===== src/rtl/mips_pkg.sv =====
// Shared definitions for the MIPS fetch stage: reset vector, bubble encoding
// and the fetch controller state type.
package mips_pkg;

    localparam logic [31:0] MIPS_RESET_PC  = 32'h0000_0000;
    localparam logic [31:0] MIPS_NOP_INSTR = 32'h0000_0000;  // sll $0,$0,0

    typedef enum logic [1:0] {
        FETCH = 2'd0,
        HOLD  = 2'd1,
        DROP  = 2'd2
    } fetch_state_e;

endpackage


===== src/rtl/fetch_skid_buffer.sv =====
// One-entry buffer for an instruction that arrived while decode was stalled,
// together with its PC+4 and a valid bit.
module fetch_skid_buffer
    import mips_pkg::*;
#(
    parameter int                     ADDR_WIDTH  = 32,
    parameter int                     INSTR_WIDTH = 32,
    parameter logic [INSTR_WIDTH-1:0] NOP_INSTR   = INSTR_WIDTH'(MIPS_NOP_INSTR)
) (
    input  logic                   clk,
    input  logic                   rst_n,
    input  logic                   load,
    input  logic                   clear,
    input  logic [INSTR_WIDTH-1:0] instr_in,
    input  logic [ADDR_WIDTH-1:0]  pcp4_in,
    output logic [INSTR_WIDTH-1:0] instr_out,
    output logic [ADDR_WIDTH-1:0]  pcp4_out,
    output logic                   valid_out
);

    logic [INSTR_WIDTH-1:0] instr_q, instr_d;
    logic [ADDR_WIDTH-1:0]  pcp4_q, pcp4_d;
    logic                   valid_q, valid_d;

    // load wins over clear; the controller never asserts both
    always_comb begin
        instr_d = instr_q;
        pcp4_d  = pcp4_q;
        valid_d = valid_q;
        if (load) begin
            instr_d = instr_in;
            pcp4_d  = pcp4_in;
            valid_d = 1'b1;
        end else if (clear) begin
            instr_d = NOP_INSTR;
            pcp4_d  = '0;
            valid_d = 1'b0;
        end
    end

    always_ff @(posedge clk or negedge rst_n) begin
        if (!rst_n) begin
            instr_q <= NOP_INSTR;
            pcp4_q  <= '0;
            valid_q <= 1'b0;
        end else begin
            instr_q <= instr_d;
            pcp4_q  <= pcp4_d;
            valid_q <= valid_d;
        end
    end

    assign instr_out = instr_q;
    assign pcp4_out  = pcp4_q;
    assign valid_out = valid_q;

endmodule


===== src/rtl/instruction_fetch_unit.sv =====
// MIPS fetch stage: owns the PC, runs the instruction-memory handshake and
// feeds the F/D register, inserting bubbles for latency, stalls and redirects.
module instruction_fetch_unit
    import mips_pkg::*;
#(
    parameter int                     ADDR_WIDTH  = 32,
    parameter int                     INSTR_WIDTH = 32,
    parameter logic [ADDR_WIDTH-1:0]  RESET_PC    = ADDR_WIDTH'(MIPS_RESET_PC),
    parameter logic [INSTR_WIDTH-1:0] NOP_INSTR   = INSTR_WIDTH'(MIPS_NOP_INSTR)
) (
    input  logic                   CLK,
    input  logic                   RST,
    input  logic                   StallF,
    input  logic                   Redirect,
    input  logic [ADDR_WIDTH-1:0]  RedirectPC,
    output logic                   IMemReq,
    output logic [ADDR_WIDTH-1:0]  IMemAddr,
    input  logic                   IMemAck,
    input  logic [INSTR_WIDTH-1:0] IMemRData,
    output logic [INSTR_WIDTH-1:0] InstrF,
    output logic [ADDR_WIDTH-1:0]  PCPlus4F,
    output logic                   InstrValidF
);

    fetch_state_e            state_q, state_d;
    logic [ADDR_WIDTH-1:0]   pc_q, pc_d;
    logic [ADDR_WIDTH-1:0]   req_addr_q, req_addr_d;
    logic [ADDR_WIDTH-1:0]   pc_plus4;
    logic [ADDR_WIDTH-1:0]   redirect_pc;

    logic                    buf_load, buf_clear, buf_valid;
    logic [INSTR_WIDTH-1:0]  buf_instr;
    logic [ADDR_WIDTH-1:0]   buf_pcp4;

    logic                    req;
    logic [ADDR_WIDTH-1:0]   addr;
    logic [INSTR_WIDTH-1:0]  instr;
    logic [ADDR_WIDTH-1:0]   pcp4;
    logic                    vld;

    assign pc_plus4    = pc_q + ADDR_WIDTH'(4);
    assign redirect_pc = {RedirectPC[ADDR_WIDTH-1:2], 2'b00};

    fetch_skid_buffer #(
        .ADDR_WIDTH  (ADDR_WIDTH),
        .INSTR_WIDTH (INSTR_WIDTH),
        .NOP_INSTR   (NOP_INSTR)
    ) u_skid (
        .clk       (CLK),
        .rst_n     (RST),
        .load      (buf_load),
        .clear     (buf_clear),
        .instr_in  (IMemRData),
        .pcp4_in   (pc_plus4),
        .instr_out (buf_instr),
        .pcp4_out  (buf_pcp4),
        .valid_out (buf_valid)
    );

    always_comb begin
        state_d    = state_q;
        pc_d       = pc_q;
        req_addr_d = req_addr_q;
        buf_load   = 1'b0;
        buf_clear  = 1'b0;
        req        = 1'b0;
        addr       = pc_q;
        instr      = NOP_INSTR;
        pcp4       = '0;
        vld        = 1'b0;

        unique case (state_q)
            FETCH: begin
                req = 1'b1;
                if (Redirect) begin
                    pc_d       = redirect_pc;
                    req_addr_d = pc_q;
                    state_d    = IMemAck ? FETCH : DROP;
                end else if (IMemAck) begin
                    if (StallF) begin
                        buf_load = 1'b1;
                        state_d  = HOLD;
                    end else begin
                        instr = IMemRData;
                        pcp4  = pc_plus4;
                        vld   = 1'b1;
                        pc_d  = pc_plus4;
                    end
                end
            end
            HOLD: begin
                if (Redirect) begin
                    pc_d      = redirect_pc;
                    buf_clear = 1'b1;
                    state_d   = FETCH;
                end else if (!StallF) begin
                    instr     = buf_instr;
                    pcp4      = buf_pcp4;
                    vld       = buf_valid;
                    pc_d      = pc_plus4;
                    buf_clear = 1'b1;
                    state_d   = FETCH;
                end
            end
            DROP: begin
                // keep presenting the abandoned address until its ack retires it
                req  = 1'b1;
                addr = req_addr_q;
                if (Redirect) begin
                    pc_d = redirect_pc;
                end
                // a redirect coinciding with the stale ack still consumes it,
                // otherwise we would wait for an ack that never comes
                if (IMemAck) begin
                    state_d = FETCH;
                end
            end
            default: begin
                state_d = FETCH;
            end
        endcase

        // reset must silence the port and outputs without waiting for a clock
        if (!RST) begin
            req   = 1'b0;
            instr = NOP_INSTR;
            pcp4  = '0;
            vld   = 1'b0;
        end
    end

    always_ff @(posedge CLK or negedge RST) begin
        if (!RST) begin
            state_q    <= FETCH;
            pc_q       <= RESET_PC;
            req_addr_q <= RESET_PC;
        end else begin
            state_q    <= state_d;
            pc_q       <= pc_d;
            req_addr_q <= req_addr_d;
        end
    end

    assign IMemReq     = req;
    assign IMemAddr    = addr;
    assign InstrF      = instr;
    assign PCPlus4F    = pcp4;
    assign InstrValidF = vld;

endmodule


===== config.mk =====
export PLATFORM = sky130hd
export DESIGN_NAME = instruction_fetch_unit
export DESIGN_NICKNAME = d
export VERILOG_FILES = /design/src/rtl/mips_pkg.sv /design/src/rtl/fetch_skid_buffer.sv /design/src/rtl/instruction_fetch_unit.sv
export SDC_FILE = /design/constraint.sdc
export NUM_CORES = 1
export LEC_CHECK = 0
export ABC_AREA = 0
export BUFFER_PORTS_ARGS = -buffer_cell sky130_fd_sc_hd__buf_2
export CAP_MARGIN = 20
export CORE_UTILIZATION = 30
export DETAILED_ROUTE_END_ITERATION = 12
export GPL_TIMING_DRIVEN = 0
export PLACE_DENSITY = 0.49
export SETUP_SLACK_MARGIN = 0.3
export SYNTH_ARGS = -nofsm -noshare
export SYNTH_HDL_FRONTEND = slang
export SYNTH_HIERARCHICAL = 1
export SYNTH_SLANG_ARGS = --single-unit

===== constraint.sdc =====
create_clock -name CLK -period 2.4 [get_ports CLK]
set_input_delay 0.24 -clock CLK [delete_from_list [all_inputs] [get_ports CLK]]
set_output_delay 0.24 -clock CLK [all_outputs]
set_load 0.02 [all_outputs]

# Yosys cells after proc, flatten, opt, wreduce, memory -nomap -nowiden
# Index checks and enable logic that the tools add are counted.
# word_totals
reg_bits	131
input_bits	69
output_inout_bits	98
# classes
add_sub_neg	1
eq_ne	7
mux	49
n_reduce_logical	7
# ops
cell	n
32-bit two-way mux	21
32-bit case mux with 2 select lines	2
32-bit case mux with 3 select lines	1
32-bit by 3-bit adder with 32-bit output (second input constant)	1
1-bit two-way mux	16
2-bit two-way mux	7
3-bit != test (second input constant)	3
2-bit case mux with 3 select lines	1
2-bit != test (second input constant)	2
4-bit AND reduction	1
3-bit AND reduction	1
3-bit nonzero test	1
2-bit by 1-bit == test with 1-bit output (second input constant)	1
2-bit == test (second input constant)	1
2-bit logical NOT	1
1-bit case mux with 2 select lines	1
2-bit AND reduction	1
2-bit nonzero test	1
2-bit OR reduction	1

# Longest topological paths before layout
# logic_depth
word_depth	6
mapped_depth	9
mapped_depth_nobuf	6

# Hierarchy
# The synthesis kept the hierarchy.
# by_module_without_submodules
module	n_inst	cells_each	area_each_um2
instruction_fetch_unit	1	612	4859.7
fetch_skid_buffer	1	145	2327.2

# Least setup slack after synthesis
# No wires, ideal clock.
# synth_timing
path_type	reg2out
start	register pc_q[3]
end	output port PCPlus4F[26]
arrival_time_ps	2000
required_ps	2160
setup_slack_ps	160
path_stages_with_launch	7
cell_sequence	dfrtp_1 -> ha_1 -> nand4_4 -> or4_4 -> nor2_1 -> xor2_1 -> a32o_1
# synth_between
elab_chain_cells	6
# synth_lines
element	line_no	text
start, declared	instruction_fetch_unit.sv:26	logic [ADDR_WIDTH-1:0] pc_q, pc_d;
start signal, assigned	instruction_fetch_unit.sv:139	pc_q <= pc_d;
32-bit by 3-bit adder with 32-bit output	instruction_fetch_unit.sv:41	assign pc_plus4 = pc_q + ADDR_WIDTH'(4);
via pc_plus4[26]	instruction_fetch_unit.sv:28	logic [ADDR_WIDTH-1:0] pc_plus4;
32-bit two-way mux	instruction_fetch_unit.sv:80	if (StallF) begin
32-bit two-way mux	instruction_fetch_unit.sv:79	end else if (IMemAck) begin
32-bit two-way mux	instruction_fetch_unit.sv:75	if (Redirect) begin
32-bit case mux with 2 select lines	instruction_fetch_unit.sv:72	unique case (state_q)
32-bit two-way mux	instruction_fetch_unit.sv:124	if (!RST) begin
end, declared	instruction_fetch_unit.sv:21	output logic [ADDR_WIDTH-1:0] PCPlus4F,
# The timed path passes the listed nets, and every way through them passes these cells.

# Worst setup path after layout
# layout_timing
start	register pc_q[9]
end	output port PCPlus4F[21]
# The elaborated chain is that of the path after synthesis.

==> impl_metrics.env <==
export IMPL_status="finished with violations"
export IMPL_violations="setup timing"
export IMPL_slowest_stage="nor4_4"
export IMPL_yosys_area_top_type_share=0.442
export IMPL_die_w_um=157
export IMPL_synth_top_area_cell="dfrtp_1"
export IMPL_insertion_delay_ps=430
export IMPL_rsz0062_at_grt="yes"
export IMPL_start_util=0.306
export IMPL_cts_sinks=127
export IMPL_period_needed_ps=2740
export IMPL_cts_buffers=17
export IMPL_final_max_slew_viol_count=0
export IMPL_p_leak_nw=5.85
export IMPL_dp_cells=1242
export IMPL_routedWlPerCell_um=20.5
export IMPL_ys_types=65
export IMPL_vias=7508
export IMPL_area_growth_pct=73.7
export IMPL_cts_htree_levels=4
export IMPL_grt_max_degree=46
export IMPL_cp_data_required_time_ps=2160
export IMPL_firstDrtPassIters=5
export IMPL_tritoncts="done"
export IMPL_synth_most_common_cell="dfrtp_1"
export IMPL_hold_path_class="primary input to flop"
export IMPL_synth_area_per_cell_um2=9.49
export IMPL_ir_worst_vdd_v=0.000440
export IMPL_syn_inst=757
export IMPL_end_kind="output pin"
export IMPL_io_pins=167
export IMPL_root_buffer="clkbuf_16"
export IMPL_instances_no_fill=1402
export IMPL_hpwl_um=17800
export IMPL_clk_path_buf_depth=2
export IMPL_fin_nets=1140
export IMPL_synth_area_leaders="dfrtp_1 44%, a22o_1 7.9%, nand2_1 5.3%"
export IMPL_crit_arrival_ps=2500
export IMPL_core_area_um2=23500
export IMPL_fillerInstances=2091
export IMPL_drt_first_iter_violations=560
export IMPL_port_buffers=162
export IMPL_skew_ps=9.66
export IMPL_num_rows=56
export IMPL_setup_tns_ps=-5720
export IMPL_cp_max_fo=5
export IMPL_die_h_um=157
export IMPL_crit_type="flop to output pin"
export IMPL_totalWireLength_um=28700
export IMPL_synthTopCellsByCount="127 x dfrtp_1, 102 x nand2_1, 70 x nor2_1"
export IMPL_setup_slack_ps=-344
export IMPL_fp_dieArea_um2=24600
export IMPL_antenna_left=0
export IMPL_p_per_area_nw_per_um2=688
export IMPL_synth_edf_count=0
export IMPL_track_usage=0.231
export IMPL_grt_first_pass_wirelength_um=42300
export IMPL_start_kind="flop"
export IMPL_hold_viol_final=0
export IMPL_yosysSeqAreaShare=0.442
export IMPL_drc=0
export IMPL_grt_pass1_vias=7247
export IMPL_gr_total_overflow=0
export IMPL_ys_async_sr_fraction=1.00
export IMPL_ys_flop_type="dfrtp_1"
export IMPL_path_cells="nand4_1, nor4_4, buf_6, buf_4, nand2_4, xnor2_2, a32o_2, buf_2"
export IMPL_gp_congestion=0.889
export IMPL_timing_slew_headroom=0.501
export IMPL_clkTransAtPathRegs_ps=60
export IMPL_cpLargestDelayFamily="simple AND/OR/NAND/NOR gates"
export IMPL_ys_seq_elements=127
export IMPL_finalCritPeriodShare=1.14
export IMPL_antenna_cells=0
export IMPL_grt_antenna_before_repair=2
export IMPL_fmax_mhz=364
export IMPL_drive_gt1_frac=0.583
export IMPL_cp_num_buf_inv=3
export IMPL_maxCapViolations=0
export IMPL_post_route_util=0.532
export IMPL_syn_area_um2=7190
export IMPL_yosysWarningCount=6
export IMPL_vias_per_cell=5.36
export IMPL_tightest_slew_ps=748
export IMPL_cp_slowest_stage_delay_ps=460
export IMPL_setup_viol=27
==> layer usage <==
metal,track usage,up-vias,wire (µm)
met4,0.0850,4,788
met2,0.349,284,13600
li1,-,3405,-
met3,0.0496,51,1500
met1,0.320,3764,12800
met5,0,-,20
==> worst paths after layout <==
| path | end | cells past startpoint | slack [ps] | startpoint |
|---|---|---|---|---|
| min in group asynchronous | u_skid/pcp4_out[27]$_DFFE_PN0P_ | 4 | 490 | RST |
| max reg2reg | pc_q[14]$_DFFE_PN0P_ | 9 | 130 | pc_q[3]$_DFFE_PN0P_ |
| max | PCPlus4F[21] | 8 | -340 | pc_q[9]$_DFFE_PN0P_ |
| min reg2reg | u_skid/pcp4_out[28]$_DFFE_PN0P_ | 1 | 500 | u_skid/pcp4_out[28]$_DFFE_PN0P_ |
| min | state_q[1]$_DFFE_PN0P_ | 2 | 30 | IMemAck |
| max in group asynchronous | req_addr_q[31]$_DFFE_PN0P_ | 3 | 1490 | RST |
==> repair_timing <==
action	in CTS	in global routing
hold endpoints to repair	43	84
hold buffers	5	1
endpoints found under the setup margin	216	195
pin swaps	74	100
buffers inserted	70	40
gates cloned	11	2
gates resized for setup	416	166
==> power by group <==
group          total (mW)  leakage, nW  internal [mW]  switching [mW]
registers            3.02         1.57           2.62           0.401
logic                2.80         3.99           1.40            1.40
clock network        2.76        0.294           1.68            1.08
total                8.58         5.85           5.69            2.89
==> state kept, by name, indices dropped and copies added, names as in the netlist <==
register	count
u_skid/pcp4_out	32
u_skid/instr_out	32
req_addr_q	30
state_q	2
pc_q	30
u_skid/valid_out	1
==> layout make-up <==
type	count	area, µm²	area share
clock buffers	18	439	0.0352
inverters	9	33.8	0.00271
flip-flops and latches	127	3190	0.255
repair buffers	291	2720	0.218
plain buffers	81	857	0.0687
multi-input cells	543	4670	0.374
well taps	319	399	0.0320
clock inverters	14	183	0.0146
==> worst reg2reg max path: stages (launching register included) <==
cell     delay (ps)
dfrtp_2         440
ha_4            180
nand4_4         180
nor3_4          390
buf_6           160
nand3_4          70
buf_6           130
buf_6           100
or4_1           470
nand3_1          90
==> through the flow <==
step | worst slack, ps | total power [mW] | area (µm²) | hold WS (ps)
6_report | -344 | 8.58 | 12500 | 29.8
5_1_grt | -432 | 8.97 | 12500 | 24.3
2_1_floorplan | 343 | 4.12 | 7210 | -55.6
4_1_cts | -282 | 8.29 | 11500 | 8.26
3_5_place_dp | -557 | 4.77 | 8460 | 209
3_3_place_gp | -2120 | 4.74 | 8420 | 452
==> cell families after synthesis <==
logic type                 Yosys count  share of synthesized area
AOI/OAI and AO/OA                  208                      0.225
xor gates and xnor gates            28                     0.0341
adders and majority gates            1                    0.00174
buffers and inverters               90                     0.0644
DFF                                127                      0.442
muxes                               30                     0.0470
other                                1                   0.000522
and+or+nand+nor                    272                      0.185
==> layout by cell type, fill, tap and decap left out, types with 10 or more instances in the layout <==
cell type,instances
clkbuf_16,30
a32o_2,14
nand2_1,44
nand2_4,31
buf_2,80
a21oi_1,13
buf_6,98
nand3_1,17
mux2_2,30
nor2_1,57
nand4_1,12
buf_12,11
a22oi_2,42
xnor2_2,13
buf_4,121
and3_1,10
o21ai_0,15
a22o_1,64
dfrtp_1,121
buf_8,13
nand2_2,28
No activity file was read; power rests on OpenSTA's default activity.
